`src/rtl/subcore_dispatcher_if.sv`:
```
// Fork/join/launch bundle between the main core, the subcore dispatcher and the subcore pool.
// The dispatcher takes the slave modport; the main-core/subcore side takes master.
interface subcore_dispatcher_if #(
    parameter int unsigned SUBCORE_NUM = 4
);
    logic                      fork_valid;
    logic [31:0]               fork_pc;
    logic                      fork_ready;
    logic                      join_req;
    logic                      join_done;
    logic [SUBCORE_NUM-1:0]    exec_requested;
    logic [32*SUBCORE_NUM-1:0] requested_pc;
    logic [SUBCORE_NUM-1:0]    subcore_ended;
    logic [SUBCORE_NUM-1:0]    busy_mask;
    logic [31:0]               dispatch_count;
    logic [31:0]               stall_cycles;

    modport master (
        output fork_valid, fork_pc, join_req, subcore_ended,
        input  fork_ready, join_done, exec_requested, requested_pc, busy_mask,
        input  dispatch_count, stall_cycles
    );

    modport slave (
        input  fork_valid, fork_pc, join_req, subcore_ended,
        output fork_ready, join_done, exec_requested, requested_pc, busy_mask,
        output dispatch_count, stall_cycles
    );
endinterface

```
`src/rtl/subcore_dispatcher.sv`:
```
// Queues fork PCs and launches them round-robin onto idle subcores; answers join barriers.
// Define DISPATCH_PERF_EN to build the dispatch/stall performance counters.
module subcore_dispatcher #(
    parameter int unsigned SUBCORE_NUM = 4,
    parameter int unsigned QDEPTH      = 4
) (
    input logic                 clk,
    input logic                 rst,
    subcore_dispatcher_if.slave bus
);
    localparam int unsigned AddrW = $clog2(QDEPTH);
    localparam int unsigned PtrW  = AddrW + 1;
    localparam int unsigned IdxW  = (SUBCORE_NUM > 1) ? $clog2(SUBCORE_NUM) : 1;

    typedef enum logic [1:0] {StIdle, StLaunch, StRun} state_e;

    logic [31:0]            fifo_q [QDEPTH];
    logic [PtrW-1:0]        wr_ptr_q, wr_ptr_d, rd_ptr_q, rd_ptr_d;
    logic                   empty, full, push, pop;

    state_e                 state_q [SUBCORE_NUM];
    state_e                 state_d [SUBCORE_NUM];
    logic [31:0]            pc_q [SUBCORE_NUM];
    logic [IdxW-1:0]        rr_q, rr_d, gnt_idx;
    logic [SUBCORE_NUM-1:0] idle, launch, grant;
    logic                   join_done_q, join_done_d;
    logic                   found;
    int unsigned            cand;

    assign empty = (wr_ptr_q == rd_ptr_q);
    assign full  = (wr_ptr_q[PtrW-1] != rd_ptr_q[PtrW-1]) &&
                   (wr_ptr_q[AddrW-1:0] == rd_ptr_q[AddrW-1:0]);

    // Ready is independent of a same-cycle pop: no pass-through while full.
    assign bus.fork_ready = !full && !rst;
    assign push           = bus.fork_valid && bus.fork_ready;
    assign pop            = !empty && (|idle);

    assign wr_ptr_d = wr_ptr_q + PtrW'(push);
    assign rd_ptr_d = rd_ptr_q + PtrW'(pop);

    always_comb begin
        idle   = '0;
        launch = '0;
        for (int i = 0; i < SUBCORE_NUM; i++) begin
            idle[i]   = (state_q[i] == StIdle);
            launch[i] = (state_q[i] == StLaunch);
        end
    end

    // First idle subcore at or after rr, wrapping.
    always_comb begin
        found   = 1'b0;
        gnt_idx = '0;
        cand    = 0;
        for (int unsigned k = 0; k < SUBCORE_NUM; k++) begin
            cand = (32'(rr_q) + k) % SUBCORE_NUM;
            if (!found && idle[IdxW'(cand)]) begin
                found   = 1'b1;
                gnt_idx = IdxW'(cand);
            end
        end
    end

    always_comb begin
        grant = '0;
        rr_d  = rr_q;
        if (pop) begin
            grant[gnt_idx] = 1'b1;
            rr_d = (32'(gnt_idx) == SUBCORE_NUM - 1) ? '0 : gnt_idx + IdxW'(1);
        end
    end

    always_comb begin
        for (int i = 0; i < SUBCORE_NUM; i++) begin
            state_d[i] = state_q[i];
            unique case (state_q[i])
                StIdle:   if (grant[i]) state_d[i] = StLaunch;
                StLaunch: state_d[i] = StRun;
                StRun:    if (bus.subcore_ended[i]) state_d[i] = StIdle;
                default:  state_d[i] = StIdle;
            endcase
        end
    end

    // A fork accepted this cycle keeps the barrier open.
    assign join_done_d = bus.join_req && empty && (&idle) && !push;

    always_ff @(posedge clk) begin
        if (rst) begin
            wr_ptr_q    <= '0;
            rd_ptr_q    <= '0;
            rr_q        <= '0;
            join_done_q <= 1'b0;
            for (int i = 0; i < SUBCORE_NUM; i++) begin
                state_q[i] <= StIdle;
                pc_q[i]    <= '0;
            end
        end else begin
            wr_ptr_q    <= wr_ptr_d;
            rd_ptr_q    <= rd_ptr_d;
            rr_q        <= rr_d;
            join_done_q <= join_done_d;
            for (int i = 0; i < SUBCORE_NUM; i++) begin
                state_q[i] <= state_d[i];
                if (grant[i]) pc_q[i] <= fifo_q[rd_ptr_q[AddrW-1:0]];
            end
        end
    end

    always_ff @(posedge clk) begin
        if (push) fifo_q[wr_ptr_q[AddrW-1:0]] <= bus.fork_pc;
    end

    for (genvar g = 0; g < SUBCORE_NUM; g++) begin : g_pc
        assign bus.requested_pc[32*g +: 32] = pc_q[g];
    end

    assign bus.exec_requested = launch;
    assign bus.busy_mask      = ~idle;
    assign bus.join_done      = join_done_q;

`ifdef DISPATCH_PERF_EN
    logic [31:0] dispatch_count_q, stall_cycles_q;

    always_ff @(posedge clk) begin
        if (rst) begin
            dispatch_count_q <= '0;
            stall_cycles_q   <= '0;
        end else begin
            if (pop) dispatch_count_q <= dispatch_count_q + 32'd1;
            if (!empty && !(|idle)) stall_cycles_q <= stall_cycles_q + 32'd1;
        end
    end

    assign bus.dispatch_count = dispatch_count_q;
    assign bus.stall_cycles   = stall_cycles_q;
`else
    assign bus.dispatch_count = '0;
    assign bus.stall_cycles   = '0;
`endif

endmodule

```
`src/flat_wrapper.sv`:
```
// flat-port wrapper written by rule: the top's interface ports become plain ports
module subcore_dispatcher_flat 
#(
    parameter int unsigned SUBCORE_NUM = 4,
    parameter int unsigned QDEPTH      = 4
)
  (clk, rst, bus_fork_valid, bus_fork_pc, bus_join_req, bus_subcore_ended, bus_fork_ready, bus_join_done, bus_exec_requested, bus_requested_pc, bus_busy_mask, bus_dispatch_count, bus_stall_cycles);
  subcore_dispatcher_if #(.SUBCORE_NUM(SUBCORE_NUM)) bus_i ();
  input logic clk;
  input logic rst;
  input wire logic [$bits(bus_i.fork_valid)-1:0] bus_fork_valid;
  input wire logic [$bits(bus_i.fork_pc)-1:0] bus_fork_pc;
  input wire logic [$bits(bus_i.join_req)-1:0] bus_join_req;
  input wire logic [$bits(bus_i.subcore_ended)-1:0] bus_subcore_ended;
  output wire logic [$bits(bus_i.fork_ready)-1:0] bus_fork_ready;
  output wire logic [$bits(bus_i.join_done)-1:0] bus_join_done;
  output wire logic [$bits(bus_i.exec_requested)-1:0] bus_exec_requested;
  output wire logic [$bits(bus_i.requested_pc)-1:0] bus_requested_pc;
  output wire logic [$bits(bus_i.busy_mask)-1:0] bus_busy_mask;
  output wire logic [$bits(bus_i.dispatch_count)-1:0] bus_dispatch_count;
  output wire logic [$bits(bus_i.stall_cycles)-1:0] bus_stall_cycles;
  assign bus_i.fork_valid = bus_fork_valid;
  assign bus_i.fork_pc = bus_fork_pc;
  assign bus_i.join_req = bus_join_req;
  assign bus_i.subcore_ended = bus_subcore_ended;
  assign bus_fork_ready = bus_i.fork_ready;
  assign bus_join_done = bus_i.join_done;
  assign bus_exec_requested = bus_i.exec_requested;
  assign bus_requested_pc = bus_i.requested_pc;
  assign bus_busy_mask = bus_i.busy_mask;
  assign bus_dispatch_count = bus_i.dispatch_count;
  assign bus_stall_cycles = bus_i.stall_cycles;
  subcore_dispatcher #(.SUBCORE_NUM(SUBCORE_NUM), .QDEPTH(QDEPTH)) u_core (.clk(clk), .rst(rst), .bus(bus_i));
endmodule
```
`config.mk`:
```
export PLATFORM = sky130hd
export DESIGN_NAME = subcore_dispatcher_flat
export DESIGN_NICKNAME = d
export VERILOG_FILES = /design/src/rtl/subcore_dispatcher_if.sv /design/src/rtl/subcore_dispatcher.sv /design/src/flat_wrapper.sv
export SDC_FILE = /design/constraint.sdc
export NUM_CORES = 1
export LEC_CHECK = 0
export BUFFER_PORTS_ARGS = -buffer_cell sky130_fd_sc_hd__buf_2
export CORE_ASPECT_RATIO = 1.4
export CORE_UTILIZATION = 30
export DETAILED_ROUTE_END_ITERATION = 7
export PLACE_DENSITY_LB_ADDON = 0.12
export SYNTH_ARGS = -nofsm -noshare
export SYNTH_HDL_FRONTEND = slang
export SYNTH_SLANG_ARGS = --single-unit
```
`constraint.sdc`:
```
create_clock -name clk -period 3.4 [get_ports clk]
set_input_delay 0 -clock clk [delete_from_list [all_inputs] [get_ports clk]]
set_output_delay 0 -clock clk [all_outputs]
set_load 0.01 [all_outputs]
```
==> impl_results.md <==
* Worst Setup Start Kind: register
* Post-synthesis sequential area ratio at 0.744
* DR DRC count at 0
* Setup Fix Bufs, Post-CTS at 0
* Mapped Cells at 612
* Setup total negative slack at 0 ps
* Avg Cell Area, Syn at 17.6 um2
* Worst-margin pin slew at 921 ps
* Cts repair resizes at 0
* CP Capture Type: register
* Root Buffer: clkbuf_16
* Final Skew at 15.2 ps
* Number of port buffers at 177
* Worst r2r dst: u_core.fifo_q[3][7]$_DFFE_PP_
* Die area at 36800 um2
* Synthesis warning total at 0
* Core Region at 35200 um2
* Vias per cell at 4.19
* Worst hold path depth at 2
* Gpl congestion at 0.691
* Die height at 226 um
* Lkg Pwr at 5.19 nW
* Via count at 5534
* Final cell count without fillers at 1320
* Number of CTS-inserted buffers at 27
* Int Pwr at 0.00683 W
* Num Clock Sinks at 273
* First-pass GRT wire length at 36900 um
* Comb pwr share at 0.222
* Final Hold Fails at 0
* Crit Path Class: reg -> reg
* Clock Path Buffers at 3
* Leading cell type in the layout, fill and taps excluded: edfxtp_1
* Length in cells of the worst reg-to-reg path at 6
* IO Count at 242
* Pre-antenna DRT Iters at 4
* Crit path arrival time at 2770 ps
* Fmax at 393 MHz
* Gr usage total at 0.137
* Clock latency on the worst-skew pair at 540 ps
* H-Tree Depth at 1
* Status: finished, final reports clean
* Minimum clock period after layout at 2540 ps
* Post-DP HPWL at 16400 um
* Hold Path Class: in -> reg
* Total grt overflow at 0
* Final Slew Violations at 0
* Fill count at 3343
* Req. time, crit path at 3630 ps
* Max VDD drop at 0.332 mV
* Drt wl/cell at 18.9 um
* Reg-to-reg setup timing slack at 860 ps
* Clock Pin Slew Worst Setup and Hold Paths at 60 ps
* Hold path start: bus_fork_pc[30]
* Placed Instance Area at 12000 um2
* Largest net degree at the start of global routing at 34
* CTS tree: built
* Share of cells above drive strength 1 at 0.314
* Final Cycle Share at 0.748
* Crit path from: u_core.wr_ptr_q[0]$_SDFF_PP0_
* Max-Cap Viols at 0
* Reg-to-Reg Start: u_core.wr_ptr_q[0]$_SDFF_PP0_
* Final setup fails at 0
* Pwr per Cell Area at 718 nW/um2
* Yosys reg bits at 273
* Routed Antenna Nets at 0
* Hold EP: u_core.fifo_q[3][30]$_DFFE_PP_
* Initial DRC count at 344
* Commonest cells after routing, fill and taps aside: 256 x edfxtp_1, 177 x buf_2, 131 x and2_1
* Vias in the first global route at 5994
* Distinct cells, synth at 36
* Crit path max fanout at 19
* Starting Density at 0.307
* Slew Limit Headroom at 0.386
* Post-Synthesis Cell Area at 10800 um2
* Initial antenna violation count at 1
* CTS Hold Bufs at 43
* Final core occ at 0.377
* Switch share at 0.283
* P_sw at 0.00270 W
* NumNets Final at 892
* Sequential power share at 0.475
* Placed cell count at 1228
* Routed WL at 24900 um
* Clock power share at 0.302
* Area grow syn2layout at 22.9%
* RSZ-0062 raised after global routing: no
* Design area at 13300 um2
* # rows at 81
* Die W at 162 um
[state kept, by name, indices dropped and copies added, names as in the netlist]
name	cells
u_core.bus.join_done	1
u_core.pc_q	128
u_core.wr_ptr_q	3
u_core.rd_ptr_q	3
u_core.fifo_q	128
u_core.rr_q	2
u_core.state_q	8
[cells in the mapped netlist (all sizes together)]
| master | n | share of area |
|---|---|---|
| nand3 | 1 | 0.00046 |
| o22a | 2 | 0.0016 |
| conb | 1 | 0.00035 |
| o21ai | 1 | 0.00046 |
| buf | 81 | 0.058 |
| nand2 | 2 | 0.00070 |
| a211oi | 1 | 0.00070 |
| a21oi | 7 | 0.0032 |
| a32oi | 1 | 0.0015 |
| and2 | 131 | 0.076 |
| nor2 | 18 | 0.0063 |
| nor3b | 2 | 0.0014 |
| nor2b | 10 | 0.0058 |
| dfxtp | 17 | 0.032 |
| clkbuf | 10 | 0.0035 |
| nand4 | 1 | 0.00058 |
| edfxtp | 256 | 0.71 |
| ha | 8 | 0.0093 |
| a31oi | 1 | 0.00058 |
| o221ai | 1 | 0.00081 |
| inv | 6 | 0.0021 |
| or2 | 2 | 0.0012 |
| mux2i | 1 | 0.00093 |
| xnor2 | 5 | 0.0041 |
| o211ai | 1 | 0.00070 |
| a21o | 4 | 0.0028 |
| or3 | 1 | 0.00058 |
| mux4 | 32 | 0.067 |
| nor3 | 2 | 0.00093 |
| and3b | 4 | 0.0039 |
| xor2 | 1 | 0.00081 |
| and3 | 1 | 0.00058 |
[routing by layer]
metal | share of wire | GRT usage
met5 | 0 | 0
met4 | 0.020 | 0.0475
met3 | 0.045 | 0.0234
met2 | 0.56 | 0.266
met1 | 0.37 | 0.148
[how the worst max path moves through the flow]
stage | to | slack, ps | cells after the start
2_1_floorplan | u_core.fifo_q[1][0]$_DFFE_PP_ | 380 | 7
3_3_place_gp | u_core.fifo_q[3][8]$_DFFE_PP_ | 840 | 6
3_5_place_dp | u_core.fifo_q[3][9]$_DFFE_PP_ | 790 | 6
4_1_cts | u_core.fifo_q[3][10]$_DFFE_PP_ | 770 | 6
5_1_grt | u_core.pc_q[2][0]$_SDFFCE_PN0P_ | 650 | 3
6_report | u_core.fifo_q[3][7]$_DFFE_PP_ | 860 | 6
[metrics by stage]
stage / total power, W / hold slack [ps] / setup WS, ps
global route: 0.0100 / 206 / 651
CTS: 0.00972 / 187 / 766
floorplan: 0.00587 / 98.9 / 378
global placement: 0.00673 / 214 / 845
finish: 0.00953 / 220 / 856
detailed placement: 0.00676 / 225 / 791
[power by group through the flow]
stage	Clock (W)	Combinational, W	Sequential, W
after floorplan	0	0.00112	0.00476
after global placement	0	0.00212	0.00461
after detailed placement	0	0.00215	0.00461
final	0.00288	0.00212	0.00453
after CTS	0.00298	0.00220	0.00455
after global routing	0.00310	0.00235	0.00458
[worst max-delay path: stages, from the launching register on]
cell and delay (ps):
dfxtp_1 530, xnor2_1 180, a31oi_1 320, nand2_1 250, inv_1 180, and3_2 510, buf_12 240
[cell families after synthesis]
kind of cell | count (synthesis) | share of synthesized area
and+or+nand+nor | 175 | 0.0983
muxes | 33 | 0.0677
xor gates and xnor gates | 6 | 0.00487
adders and majority gates | 8 | 0.00927
other | 1 | 0.000347
buffers and inverters | 97 | 0.0634
AOI/OAI and AO/OA | 19 | 0.0124
DFF | 273 | 0.744
[final cells by class]
cell class	count	area, um2	share of cell area
timing repair buffer	231	1440	0.108
clock buffer	33	698	0.0526
tap	456	571	0.0430
inverter	6	22.5	0.00170
sequential	273	8030	0.605
clock inverter	15	146	0.0110
multi-input combinational	305	2360	0.178
antenna	1	2.50	0.000189
Power figures use the tool's default switching activity.
